## config.mk

```make
export PLATFORM = sky130hd
export DESIGN_NAME = mul_rr_sequencer_flat
export DESIGN_NICKNAME = d
export VERILOG_FILES = /design/src/rtl/mul_rr_sequencer_if.sv /design/src/rtl/mul_rr_sequencer.sv /design/src/flat_wrapper.sv
export SDC_FILE = /design/constraint.sdc
export NUM_CORES = 1
export LEC_CHECK = 0
export BUFFER_PORTS_ARGS = -buffer_cell sky130_fd_sc_hd__buf_2
export CAP_MARGIN = 20
export CORE_MARGIN = 4
export CORE_UTILIZATION = 40
export CTS_CLUSTER_SIZE = 30
export DETAILED_ROUTE_END_ITERATION = 16
export GPL_TIMING_DRIVEN = 1
export SKIP_CTS_REPAIR_TIMING = 1
export SYNTH_ARGS = -nofsm -noshare
export SYNTH_HDL_FRONTEND = slang
export SYNTH_SLANG_ARGS = --single-unit
```

## constraint.sdc

```tcl
create_clock -name clk -period 3.9 [get_ports clk]
set_input_delay 0 -clock clk [delete_from_list [all_inputs] [get_ports clk]]
set_output_delay 0 -clock clk [all_outputs]
set_load 0.01 [all_outputs]
```

## src/rtl/mul_rr_sequencer_if.sv

```systemverilog
// Handshake bundle for mul_rr_sequencer: two operand request channels and one
// tagged result channel, plus the busy status line.
interface mul_rr_sequencer_if #(
  parameter int unsigned OPW = 4
);
  logic             req0_valid;
  logic [OPW-1:0]   req0_a;
  logic [OPW-1:0]   req0_b;
  logic             req0_ready;
  logic             req1_valid;
  logic [OPW-1:0]   req1_a;
  logic [OPW-1:0]   req1_b;
  logic             req1_ready;
  logic             res_valid;
  logic             res_ready;
  logic [2*OPW-1:0] res_prod;
  logic             res_id;
  logic             busy;

  // Requester/consumer side
  modport master (
    output req0_valid, req0_a, req0_b, req1_valid, req1_a, req1_b, res_ready,
    input  req0_ready, req1_ready, res_valid, res_prod, res_id, busy
  );

  // Sequencer side
  modport slave (
    input  req0_valid, req0_a, req0_b, req1_valid, req1_a, req1_b, res_ready,
    output req0_ready, req1_ready, res_valid, res_prod, res_id, busy
  );
endinterface

```

## src/rtl/mul_rr_sequencer.sv

```systemverilog
// Round-robin sequencer sharing one OPW x OPW unsigned multiplier between two
// requesters. Operands are captured in IDLE, multiplied in MUL, and the tagged
// product is held in HOLD until the consumer accepts it.
// Optional handshake counters (cnt0/cnt1) are enabled by defining MUL_RR_STATS_EN.
module mul_rr_sequencer #(
  parameter int unsigned OPW = 4
) (
  input  logic                  clk,
  input  logic                  rst_n,
  mul_rr_sequencer_if.slave     bus
`ifdef MUL_RR_STATS_EN
  ,
  output logic [7:0]            cnt0,
  output logic [7:0]            cnt1
`endif
);

  typedef enum logic [1:0] {StIdle, StMul, StHold} state_e;

  state_e           state_q, state_d;
  logic [OPW-1:0]   op_a_q, op_a_d;
  logic [OPW-1:0]   op_b_q, op_b_d;
  logic             tag_q, tag_d;
  logic             last_grant_q, last_grant_d;
  logic [2*OPW-1:0] res_prod_q, res_prod_d;
  logic             res_id_q, res_id_d;
  logic             res_valid_q, res_valid_d;

  logic             gnt_id;
  logic             ready0, ready1;
  logic             hs0, hs1;
  logic [2*OPW-1:0] prod;

  // Grant: a lone requester wins; under contention the channel not served last wins
  always_comb begin
    gnt_id = 1'b0;
    if (bus.req0_valid && bus.req1_valid) begin
      gnt_id = ~last_grant_q;
    end else if (bus.req1_valid) begin
      gnt_id = 1'b1;
    end
    ready0 = (state_q == StIdle) && (gnt_id == 1'b0) && bus.req0_valid;
    ready1 = (state_q == StIdle) && (gnt_id == 1'b1) && bus.req1_valid;
    hs0    = ready0;
    hs1    = ready1;
  end

  // Full-width product; operands zero-extended so nothing is truncated
  assign prod = {{OPW{1'b0}}, op_a_q} * {{OPW{1'b0}}, op_b_q};

  // Next-state and datapath updates
  always_comb begin
    state_d      = state_q;
    op_a_d       = op_a_q;
    op_b_d       = op_b_q;
    tag_d        = tag_q;
    last_grant_d = last_grant_q;
    res_prod_d   = res_prod_q;
    res_id_d     = res_id_q;
    res_valid_d  = res_valid_q;
    unique case (state_q)
      StIdle: begin
        if (hs0 || hs1) begin
          op_a_d       = hs1 ? bus.req1_a : bus.req0_a;
          op_b_d       = hs1 ? bus.req1_b : bus.req0_b;
          tag_d        = hs1;
          last_grant_d = hs1;
          state_d      = StMul;
        end
      end
      StMul: begin
        res_prod_d  = prod;
        res_id_d    = tag_q;
        res_valid_d = 1'b1;
        state_d     = StHold;
      end
      StHold: begin
        if (bus.res_ready) begin
          res_valid_d = 1'b0;
          state_d     = StIdle;
        end
      end
      default: begin
        res_valid_d = 1'b0;
        state_d     = StIdle;
      end
    endcase
  end

  // State register with synchronous active-low reset
  always_ff @(posedge clk) begin
    if (!rst_n) begin
      state_q      <= StIdle;
      op_a_q       <= '0;
      op_b_q       <= '0;
      tag_q        <= 1'b0;
      last_grant_q <= 1'b1;
      res_prod_q   <= '0;
      res_id_q     <= 1'b0;
      res_valid_q  <= 1'b0;
    end else begin
      state_q      <= state_d;
      op_a_q       <= op_a_d;
      op_b_q       <= op_b_d;
      tag_q        <= tag_d;
      last_grant_q <= last_grant_d;
      res_prod_q   <= res_prod_d;
      res_id_q     <= res_id_d;
      res_valid_q  <= res_valid_d;
    end
  end

  assign bus.req0_ready = ready0;
  assign bus.req1_ready = ready1;
  assign bus.res_valid  = res_valid_q;
  assign bus.res_prod   = res_prod_q;
  assign bus.res_id     = res_id_q;
  assign bus.busy       = (state_q != StIdle);

`ifdef MUL_RR_STATS_EN
  logic [7:0] cnt0_q, cnt0_d;
  logic [7:0] cnt1_q, cnt1_d;

  // Saturating handshake counters
  always_comb begin
    cnt0_d = cnt0_q;
    cnt1_d = cnt1_q;
    if (hs0 && (cnt0_q != 8'hFF)) cnt0_d = cnt0_q + 8'd1;
    if (hs1 && (cnt1_q != 8'hFF)) cnt1_d = cnt1_q + 8'd1;
  end

  // Counter registers
  always_ff @(posedge clk) begin
    if (!rst_n) begin
      cnt0_q <= 8'd0;
      cnt1_q <= 8'd0;
    end else begin
      cnt0_q <= cnt0_d;
      cnt1_q <= cnt1_d;
    end
  end

  assign cnt0 = cnt0_q;
  assign cnt1 = cnt1_q;
`endif

endmodule
```

## src/flat_wrapper.sv

```systemverilog
// flat-port wrapper written by rule: the top's interface ports become plain ports
module mul_rr_sequencer_flat 
#(
  parameter int unsigned OPW = 4
)
  (clk, rst_n, bus_req0_valid, bus_req0_a, bus_req0_b, bus_req1_valid, bus_req1_a, bus_req1_b, bus_res_ready, bus_req0_ready, bus_req1_ready, bus_res_valid, bus_res_prod, bus_res_id, bus_busy);
  mul_rr_sequencer_if #(.OPW(OPW)) bus_i ();
  input  logic clk;
  input  logic rst_n;
  input wire logic [$bits(bus_i.req0_valid)-1:0] bus_req0_valid;
  input wire logic [$bits(bus_i.req0_a)-1:0] bus_req0_a;
  input wire logic [$bits(bus_i.req0_b)-1:0] bus_req0_b;
  input wire logic [$bits(bus_i.req1_valid)-1:0] bus_req1_valid;
  input wire logic [$bits(bus_i.req1_a)-1:0] bus_req1_a;
  input wire logic [$bits(bus_i.req1_b)-1:0] bus_req1_b;
  input wire logic [$bits(bus_i.res_ready)-1:0] bus_res_ready;
  output wire logic [$bits(bus_i.req0_ready)-1:0] bus_req0_ready;
  output wire logic [$bits(bus_i.req1_ready)-1:0] bus_req1_ready;
  output wire logic [$bits(bus_i.res_valid)-1:0] bus_res_valid;
  output wire logic [$bits(bus_i.res_prod)-1:0] bus_res_prod;
  output wire logic [$bits(bus_i.res_id)-1:0] bus_res_id;
  output wire logic [$bits(bus_i.busy)-1:0] bus_busy;
  assign bus_i.req0_valid = bus_req0_valid;
  assign bus_i.req0_a = bus_req0_a;
  assign bus_i.req0_b = bus_req0_b;
  assign bus_i.req1_valid = bus_req1_valid;
  assign bus_i.req1_a = bus_req1_a;
  assign bus_i.req1_b = bus_req1_b;
  assign bus_i.res_ready = bus_res_ready;
  assign bus_req0_ready = bus_i.req0_ready;
  assign bus_req1_ready = bus_i.req1_ready;
  assign bus_res_valid = bus_i.res_valid;
  assign bus_res_prod = bus_i.res_prod;
  assign bus_res_id = bus_i.res_id;
  assign bus_busy = bus_i.busy;
  mul_rr_sequencer #(.OPW(OPW)) u_core (.clk(clk), .rst_n(rst_n), .bus(bus_i));
endmodule
```

==> qor_table.md, run 1 <==
| Step | Quantity | Value |
|:---|:---|:---|
| outcome | Outcome | complete, but fails checks |
| outcome | Violated checks | hold timing |
| global route | Largest net degree at the start of global routing | 18 |
| routing | Overall via count from detail_route | 1,198 |
| pwr | Peak ir drop on the vdd network | 0.000149 V |
| sta | RSZ-0062 raised after global routing | no |
| sta | Max-slew violation count | 0 |
| sta | Worst slew pin tran | 0.795 ns |
| final layout | Area of the multi-input gates | 818 µm² |
| yosys | Top-count cell post-synth | sky130_fd_sc_hd__nand2_1 |
| sta | Max-slew headroom | 0.469 |
| place | Port-buffer cells | 33 |
| routing | Met2 routed WL | 1380 µm |
| setup path | Critical path start-end classification | reg -> reg |
| clock network | CTS Buf Count | 3 |
| setup path | Kind of start point of the critical path | flop |
| die | Height of the die | 66.0 µm |
| die | Core box area | 3130 µm² |
| clock network | Sink count of the clock tree | 22 |
| place | Weighted congestion at the end of routability-driven global placement | 0.856 |
| die | Standard-cell rows | 20 |
| final layout | Proportion of layout cells with a drive suffix above 1 | 0.205 |
| yosys | Main synth FF type | sky130_fd_sc_hd__dfxtp_1 |
| routing | Post-DRT Antenna Nets | 0 |
| global route | Number of antenna violations at the first check in global routing | 0 |
| job | Max-cap check violation count | 0 |
| die | Number of top-level pins | 34 |
| sta | Minimum clock period after layout | 2.85 ns |
| yosys | Syn Std Cell Area | 1350 µm² |
| sta | Final worst clock skew | 0.00391 ns |
| pwr | Internal | 334 µW |
| global route | Overflow left after global routing | 0 |
| routing | Post-route DRC violation count | 0 |
| place | DP Wirelength | 2280 µm |
| yosys | Per-instance average area after synthesis | 8.57 µm² |
| routing | Met1 layer wirelength in the final routing | 1440 µm |
| routing | Total wirelength of the detailed-routed design | 2980 µm |
| yosys | Synth area leaders | sky130_fd_sc_hd__dfxtp_1 (33%), sky130_fd_sc_hd__ha_1 (11%), sky130_fd_sc_hd__nand2_1 (8.7%), sky130_fd_sc_hd__fa_1 (6.0%), sky130_fd_sc_hd__and2_1 (5.6%) |
| global route | Vias in the first global route | 1,077 |
| place | Instance area at placement | 1510 µm² |
| clock network | Register clock-pin slew on the reported worst setup and hold paths | 0.13 ns |
| global route | Global-route wire length before repair | 4690 µm |
| yosys | Sequential area share after synthesis | 0.327 |
| yosys | Cell types with the highest counts after synthesis | sky130_fd_sc_hd__nand2_1 (31), sky130_fd_sc_hd__dfxtp_1 (22), sky130_fd_sc_hd__and2_1 (12), sky130_fd_sc_hd__ha_1 (12), sky130_fd_sc_hd__a21oi_1 (10) |
| setup path | Arrival time of data at the critical path endpoint | 3.07 ns |
| final layout | Number of filler instances in the final layout | 307 |
| clock network | CTS Root Buffer Type | sky130_fd_sc_hd__clkbuf_4 |
| setup path | Largest driver fanout on the critical path | 5 |
| die | Total Die Area | 4350 µm² |
| clock network | Bufs on Longest Clock Path | 2 |
| pwr | Power Dens Cells | 298 nW/µm² |
| routing | Drt first pass iters | 4 |
| min path | Class of the worst hold path | in -> reg |
| pwr | Part of the power in registers | 0.534 |
| yosys | Post-synthesis instance total | 157 |
| final layout | Number of nets at the end of the flow | 234 |
| setup path | Critical Path RT | 4.12 ns |
| yosys | Distinct cells, synth | 36 |
| yosys | Number of flops mapped to enable cells by yosys | 0 |
| yosys | Post-synth top area cell | sky130_fd_sc_hd__dfxtp_1 |
| final layout | Post-route non-filler standard cell count | 239 |
| sta | Hold WS | -0.0291 ns |
| die | Starting utilization of the core area | 0.430 |
| sta | Final Cycle Share | 0.732 |
| final layout | Antenna Diode Count | 0 |
| final layout | Post-Layout Inst Area | 1640 µm² |
| clock network | Worst-skew pair later-pin latency | 0.32 ns |
| routing | DRC marker count from the first detailed-route iteration | 65 |
| routing | Detail Route met3 WL | 128 µm |
| pwr | Portion of total power attributed to the clock network | 0.225 |
| sta | Final Setup Violations | 0 |
| setup path | Endpoint kind of the worst setup timing path | flop |
| clock network | TritonCTS clock tree | yes |
| yosys | Post-synthesis net count | 194 |
| die | Horizontal die dimension | 66.0 µm |
| routing | Wirelength per Cell | 12.5 µm |
| routing | Average via count per standard cell | 5.01 |
| pwr | Leakage power | 0.770 nW |
| place | Number of placed cells counting well taps | 225 |
| pwr | Net switching fraction of the power | 0.317 |
| yosys | Flip-flop and latch count after synthesis | 22 |
| final layout | FF/Latch Area | 440 µm² |
| global route | Overall routing resource usage | 0.136 |
| pwr | Psw | 155 µW |
| final layout | Area grow syn2layout | 21.8% |
| sta | Final-layout setup total negative slack | 0 ns |
| pwr | Part of the power in combinational logic | 0.241 |
| sta | FMAX | 350 MHz |
| yosys | Async set or reset register ratio after synthesis | 0 |
| sta | Final Hold Vio Count | 7 |
| yosys | Count of warnings emitted by yosys | 0 |
| routing | Highest Signal Layer | met4 |
| yosys | Post-synth top area share | 0.327 |
| clock network | Total number of H-tree levels | 1 |
| pwr | Total power consumption of the routed design | 489 µW |
[stage by stage]
step                worst slack [ns]   util
floorplan                       1.31      -
global placement                1.16  0.481
detailed placement              1.08  0.481
CTS                             1.05  0.488
global route                   0.859  0.524
finish                          1.05  0.524
[worst max-delay path, stage by stage, from the launching register on]
cell and delay [ns]:
sky130_fd_sc_hd__dfxtp_1 0.42, sky130_fd_sc_hd__nand2_1 0.11, sky130_fd_sc_hd__fa_1 0.55, sky130_fd_sc_hd__inv_1 0.06
sky130_fd_sc_hd__fa_1 0.52, sky130_fd_sc_hd__ha_1 0.32, sky130_fd_sc_hd__a211oi_1 0.42, sky130_fd_sc_hd__o2111ai_1 0.17
sky130_fd_sc_hd__nor3b_1 0.18
[registers in the layout, indices dropped and copies added, names as in the netlist]
name / cells
u_core.bus.res_prod: 8
u_core.op_a_q: 4
u_core.op_b_q: 4
u_core.state_q: 2
u_core.bus.res_id: 1
u_core.bus.res_valid: 1
u_core.last_grant_q: 1
u_core.tag_q: 1
[power groups by stage]
stage                     Sequential, mW  Clock (mW)  Combinational (mW)
after global routing               0.264       0.117               0.133
after CTS                          0.260       0.109               0.109
final                              0.261       0.110               0.118
after global placement             0.264           0               0.106
after floorplan                    0.261           0              0.0838
after detailed placement           0.265           0               0.108
[final timing paths]
path | start | to | slack (ns) | cells past startpoint
max | u_core.op_b_q[3] | u_core.bus.res_prod[7] | 1.05 | 8
min | bus_req0_valid | u_core.state_q[0] | -0.03 | 3
min reg2reg | u_core.bus.res_prod[3] | u_core.bus.res_prod[3] | 0.46 | 2
max reg2reg | u_core.op_b_q[3] | u_core.bus.res_prod[7] | 1.05 | 8
[layout make-up]
class / count / area share
clock buffer: 3 / 0.0138
multi-input combinational: 119 / 0.500
inverter: 7 / 0.0160
timing repair buffer: 44 / 0.168
sequential: 22 / 0.269
tap: 44 / 0.0336
[routing by layer]
metal / GRT usage / vias up
met2: 0.239 / 32
met5: 0 / -
met1: 0.168 / 524
met3: 0.0204 / 4
met4: 0.0508 / 0
li1: - / 638
[cells by family after synthesis]
logic type               after synthesis  synth area share
adder cells (fa/ha/maj)               16             0.171
AND/OR/NAND/NOR                       62             0.227
buffers and inverters                 16            0.0642
XOR/XNOR                               1           0.00651
flip-flops                            22             0.327
AO/OA/AOI/OAI                         40             0.204
[cell usage in the layout, fill, tap and decap left out, drive strengths merged, types with 2 or more instances in the layout]
master / n
a211oi: 2
a21oi: 10
a31oi: 8
and2: 12
buf: 33
clkbuf: 3
clkinv: 2
dfxtp: 22
dlygate4sd3: 11
fa: 4
ha: 12
inv: 5
nand2: 31
nand3: 4
nor2: 5
nor3b: 2
o2111ai: 2
o211ai: 2
o21ai: 2
o311ai: 2
o31ai: 8
or2: 2
Power figures use the tool's default switching activity.
==> run 2: changes to the inputs <==
==> constraint.sdc (replaced) <==
create_clock -name clk -period 2.9 [get_ports clk]
set_input_delay 0 -clock clk [delete_from_list [all_inputs] [get_ports clk]]
set_output_delay 0 -clock clk [all_outputs]
set_load 0.01 [all_outputs]
==> run 2 against run 1 <==
The flow still finishes with violations (hold timing). Sequential share of layout area is 0.40 points lower. Highest routed layer unchanged. Global-route usage down 0.21 points. Register-to-register slack worse by 0.87 ns. Clock skew is 0.0081 ns higher. Die area stayed put. Worst setup slack worse by 0.87 ns.
==> qor_table.md, run 2 (synthesis gave the netlist of run 1 again) <==
| Step | Quantity | Value | vs previous |
|:---|:---|:---|:---|
| global route | Largest net degree at the start of global routing | 18 | unchanged |
| sta | Final-layout setup total negative slack | 0 ns | unchanged |
| setup path | Ordered list of cells on the worst path | nand2_1 -> fa_1 -> inv_1 -> fa_1 -> ha_1 -> a211oi_2 -> o2111ai_1 -> nor3b_1 |  |
| pwr | Net switching fraction of the power | 0.310 | -0.00711 |
| setup path | Worst path depth | 8 | unchanged |
| pwr | Part of the power in combinational logic | 0.247 | +0.006 |
| sta | Worst slew pin tran | 0.760 ns | -0.0350 ns |
| pwr | Total power consumption of the routed design | 654 µW | +34% |
| clock network | Worst-skew pair later-pin latency | 0.31 ns | about the same |
| final layout | Proportion of layout cells with a drive suffix above 1 | 0.208 | +0.00299 |
| die | Horizontal die dimension | 66.0 µm | unchanged |
| global route | Number of antenna violations at the first check in global routing | 0 | unchanged |
| setup path | R2r setup slk | 0.18 ns | -0.87 ns |
| place | Port-buffer cells | 33 | unchanged |
| global route | Global-route wire length before repair | 4610 µm | -1.6% |
| setup path | Worst reg2reg path depth | 8 | unchanged |
| clock network | Register clock-pin slew on the reported worst setup and hold paths | 0.13 ns | about the same |
| place | Weighted congestion at the end of routability-driven global placement | 0.856 | about the same |
| setup path | Cell occurring most often along the worst timing path | sky130_fd_sc_hd__fa_1 |  |
| clock network | CTS Buf Count | 3 | unchanged |
| setup path | Critical Path Max Stage Delay | 0.56 ns | about the same |
| routing | Total wirelength of the detailed-routed design | 2900 µm | -2.7% |
| routing | Post-DRT Antenna Nets | 0 | unchanged |
| pwr | Peak ir drop on the vdd network | 0.000188 V | +26% |
| setup path | Kind of start point of the critical path | flop |  |
| setup path | Crit Reg-Reg Startpoint | u_core.op_b_q[3] |  |
| clock network | Sink count of the clock tree | 22 | unchanged |
| pwr | Portion of total power attributed to the clock network | 0.218 | -0.007 |
| sta | Max-slew violation count | 0 | unchanged |
| clock network | Bufs on Longest Clock Path | 2 | unchanged |
| routing | Post-route DRC violation count | 0 | unchanged |
| routing | Overall via count from detail_route | 1,213 | +1.3% |
| setup path | Largest driver fanout on the critical path | 5 | unchanged |
| die | Core box area | 3130 µm² | unchanged |
| routing | Drt first pass iters | 4 | unchanged |
| pwr | Leakage power | 0.781 nW | +1.4% |
| sta | Hold WS | -0.0237 ns | +0.00541 ns |
| final layout | Commonest non-fill, non-tap cell in the layout | sky130_fd_sc_hd__buf_2 |  |
| global route | Vias in the first global route | 1,067 | -0.93% |
| final layout | Highest-count cells in the layout ignoring fill and taps | sky130_fd_sc_hd__buf_2 (33), sky130_fd_sc_hd__nand2_1 (31), sky130_fd_sc_hd__dfxtp_1 (22), sky130_fd_sc_hd__dlygate4sd3_1 (13) |  |
| sta | RSZ-0062 raised after global routing | no |  |
| die | Standard-cell rows | 20 | unchanged |
| setup path | CP max-delay cell | sky130_fd_sc_hd__fa_1 |  |
| die | Height of the die | 66.0 µm | unchanged |
| sta | Final Hold Vio Count | 4 | -3 |
| setup path | Arrival time of data at the critical path endpoint | 2.94 ns | -0.13 ns |
| setup path | Critical path's top delay family | adder cells |  |
| sta | Final worst clock skew | 0.0120 ns | +0.00807 ns |
| setup path | Worst reg2reg endpoint | u_core.bus.res_prod[7] |  |
| setup path | Critical path start-end classification | reg -> reg |  |
| setup path | Critical Path RT | 3.12 ns | -1.00 ns |
| routing | Wirelength per Cell | 12.0 µm | -3.5% |
| pwr | Psw | 203 µW | +31% |
| sta | Final Setup Violations | 0 | unchanged |
| outcome | Outcome | complete, but fails checks |  |
| final layout | Largest register FFs | 8 | unchanged |
| clock network | TritonCTS clock tree | yes |  |
| pwr | Internal | 452 µW | +35% |
| sta | Minimum clock period after layout | 2.72 ns | -0.134 ns |
| min path | Class of the worst hold path | in -> reg |  |
| global route | Overall routing resource usage | 0.134 | -0.00213 |
| pwr | Part of the power in registers | 0.535 | about the same |
| pwr | Power Dens Cells | 394 nW/µm² | +32% |
| die | Starting utilization of the core area | 0.430 | unchanged |
| die | Number of top-level pins | 34 | unchanged |
| final layout | Area grow syn2layout | 23.6% |  |
| routing | DRC marker count from the first detailed-route iteration | 59 | -9.2% |
| global route | Overflow left after global routing | 0 | unchanged |
| sta | FMAX | 368 MHz | +4.9% |
| job | Max-cap check violation count | 0 | unchanged |
| final layout | Antenna Diode Count | 0 | unchanged |
| setup path | Buf/Inv on CP | 1 | unchanged |
| sta | Final Cycle Share | 0.938 | +0.206 |
| outcome | Violated checks | hold timing |  |
| sta | Max-slew headroom | 0.492 | +0.0234 |
| clock network | CTS Root Buffer Type | sky130_fd_sc_hd__clkbuf_4 |  |
| place | DP Wirelength | 2270 µm | -0.14% |
| routing | Average via count per standard cell | 5.03 | +0.41% |
| final layout | Number of nets at the end of the flow | 236 | +0.85% |
| setup path | Worst Setup EP | u_core.bus.res_prod[7] |  |
| setup path | Endpoint kind of the worst setup timing path | flop |  |
| clock network | Total number of H-tree levels | 1 | unchanged |
| die | Total Die Area | 4350 µm² | unchanged |
| setup path | Startpoint of the most critical setup path | u_core.op_b_q[3] |  |
==> run 2: layout make-up <==
class,instances,area (µm²)
repair buffers,46,295
fillers,295,1470
inverters,7,26.3
flip-flops and latches,22,440
well taps,44,55.1
multi-input cells,119,823
clock buffers,3,22.5
==> run 2: worst register-to-register path, stage by stage, from the launching register on <==
cell	delay (ns)
sky130_fd_sc_hd__dfxtp_1	0.42
sky130_fd_sc_hd__nand2_1	0.11
sky130_fd_sc_hd__fa_1	0.56
sky130_fd_sc_hd__inv_1	0.06
sky130_fd_sc_hd__fa_1	0.52
sky130_fd_sc_hd__ha_1	0.33
sky130_fd_sc_hd__a211oi_2	0.30
sky130_fd_sc_hd__o2111ai_1	0.15
sky130_fd_sc_hd__nor3b_1	0.18
==> run 2: how the worst min path moves through the flow <==
| stage | startpoint | end | slack, ns | cells after the start |
|---|---|---|---|---|
| finish | bus_req0_valid | u_core.state_q[0] | -0.02 | 3 |
| global route | bus_req1_b[0] | u_core.op_b_q[0] | 0.003 | 3 |
| CTS | bus_req0_a[3] | u_core.op_a_q[3] | -0.07 | 3 |
| detailed placement | bus_req0_b[0] | u_core.op_b_q[0] | 0.26 | 3 |
| global placement | bus_req0_a[2] | u_core.op_a_q[2] | 0.27 | 3 |
| floorplan | bus_req1_valid | bus_req0_ready | 0.08 | 1 |
==> run 2: metal layers <==
layer	track usage	wire length, µm	share of wire
met5	0	0	0
met3	0.0221	161	0.055
met1	0.159	1370	0.47
met4	0.0533	46	0.016
met2	0.239	1330	0.46
==> run 2: power by group through the flow <==
stage               clock (mW)  combinational [mW]  sequential (mW)
finish                   0.143               0.161            0.350
CTS                      0.146               0.146            0.350
global placement             0               0.143            0.355
global route             0.158               0.183            0.355
detailed placement           0               0.145            0.357
floorplan                    0               0.113            0.351
==> run 2: metrics by stage <==
stage / setup WS [ns] / instances / utilization / hold WS [ns] / instance area [µm²]
final: 0.181 / 241 / 0.532 / -0.0237 / 1660
after global routing: 0.0214 / 241 / 0.532 / 0.00269 / 1660
after CTS: 0.0514 / 228 / 0.488 / -0.0747 / 1530
after detailed placement: 0.0770 / 225 / 0.481 / 0.265 / 1510
after global placement: 0.161 / 225 / 0.481 / 0.266 / 1510
after floorplan: 0.307 / 157 / - / 0.0815 / 1350
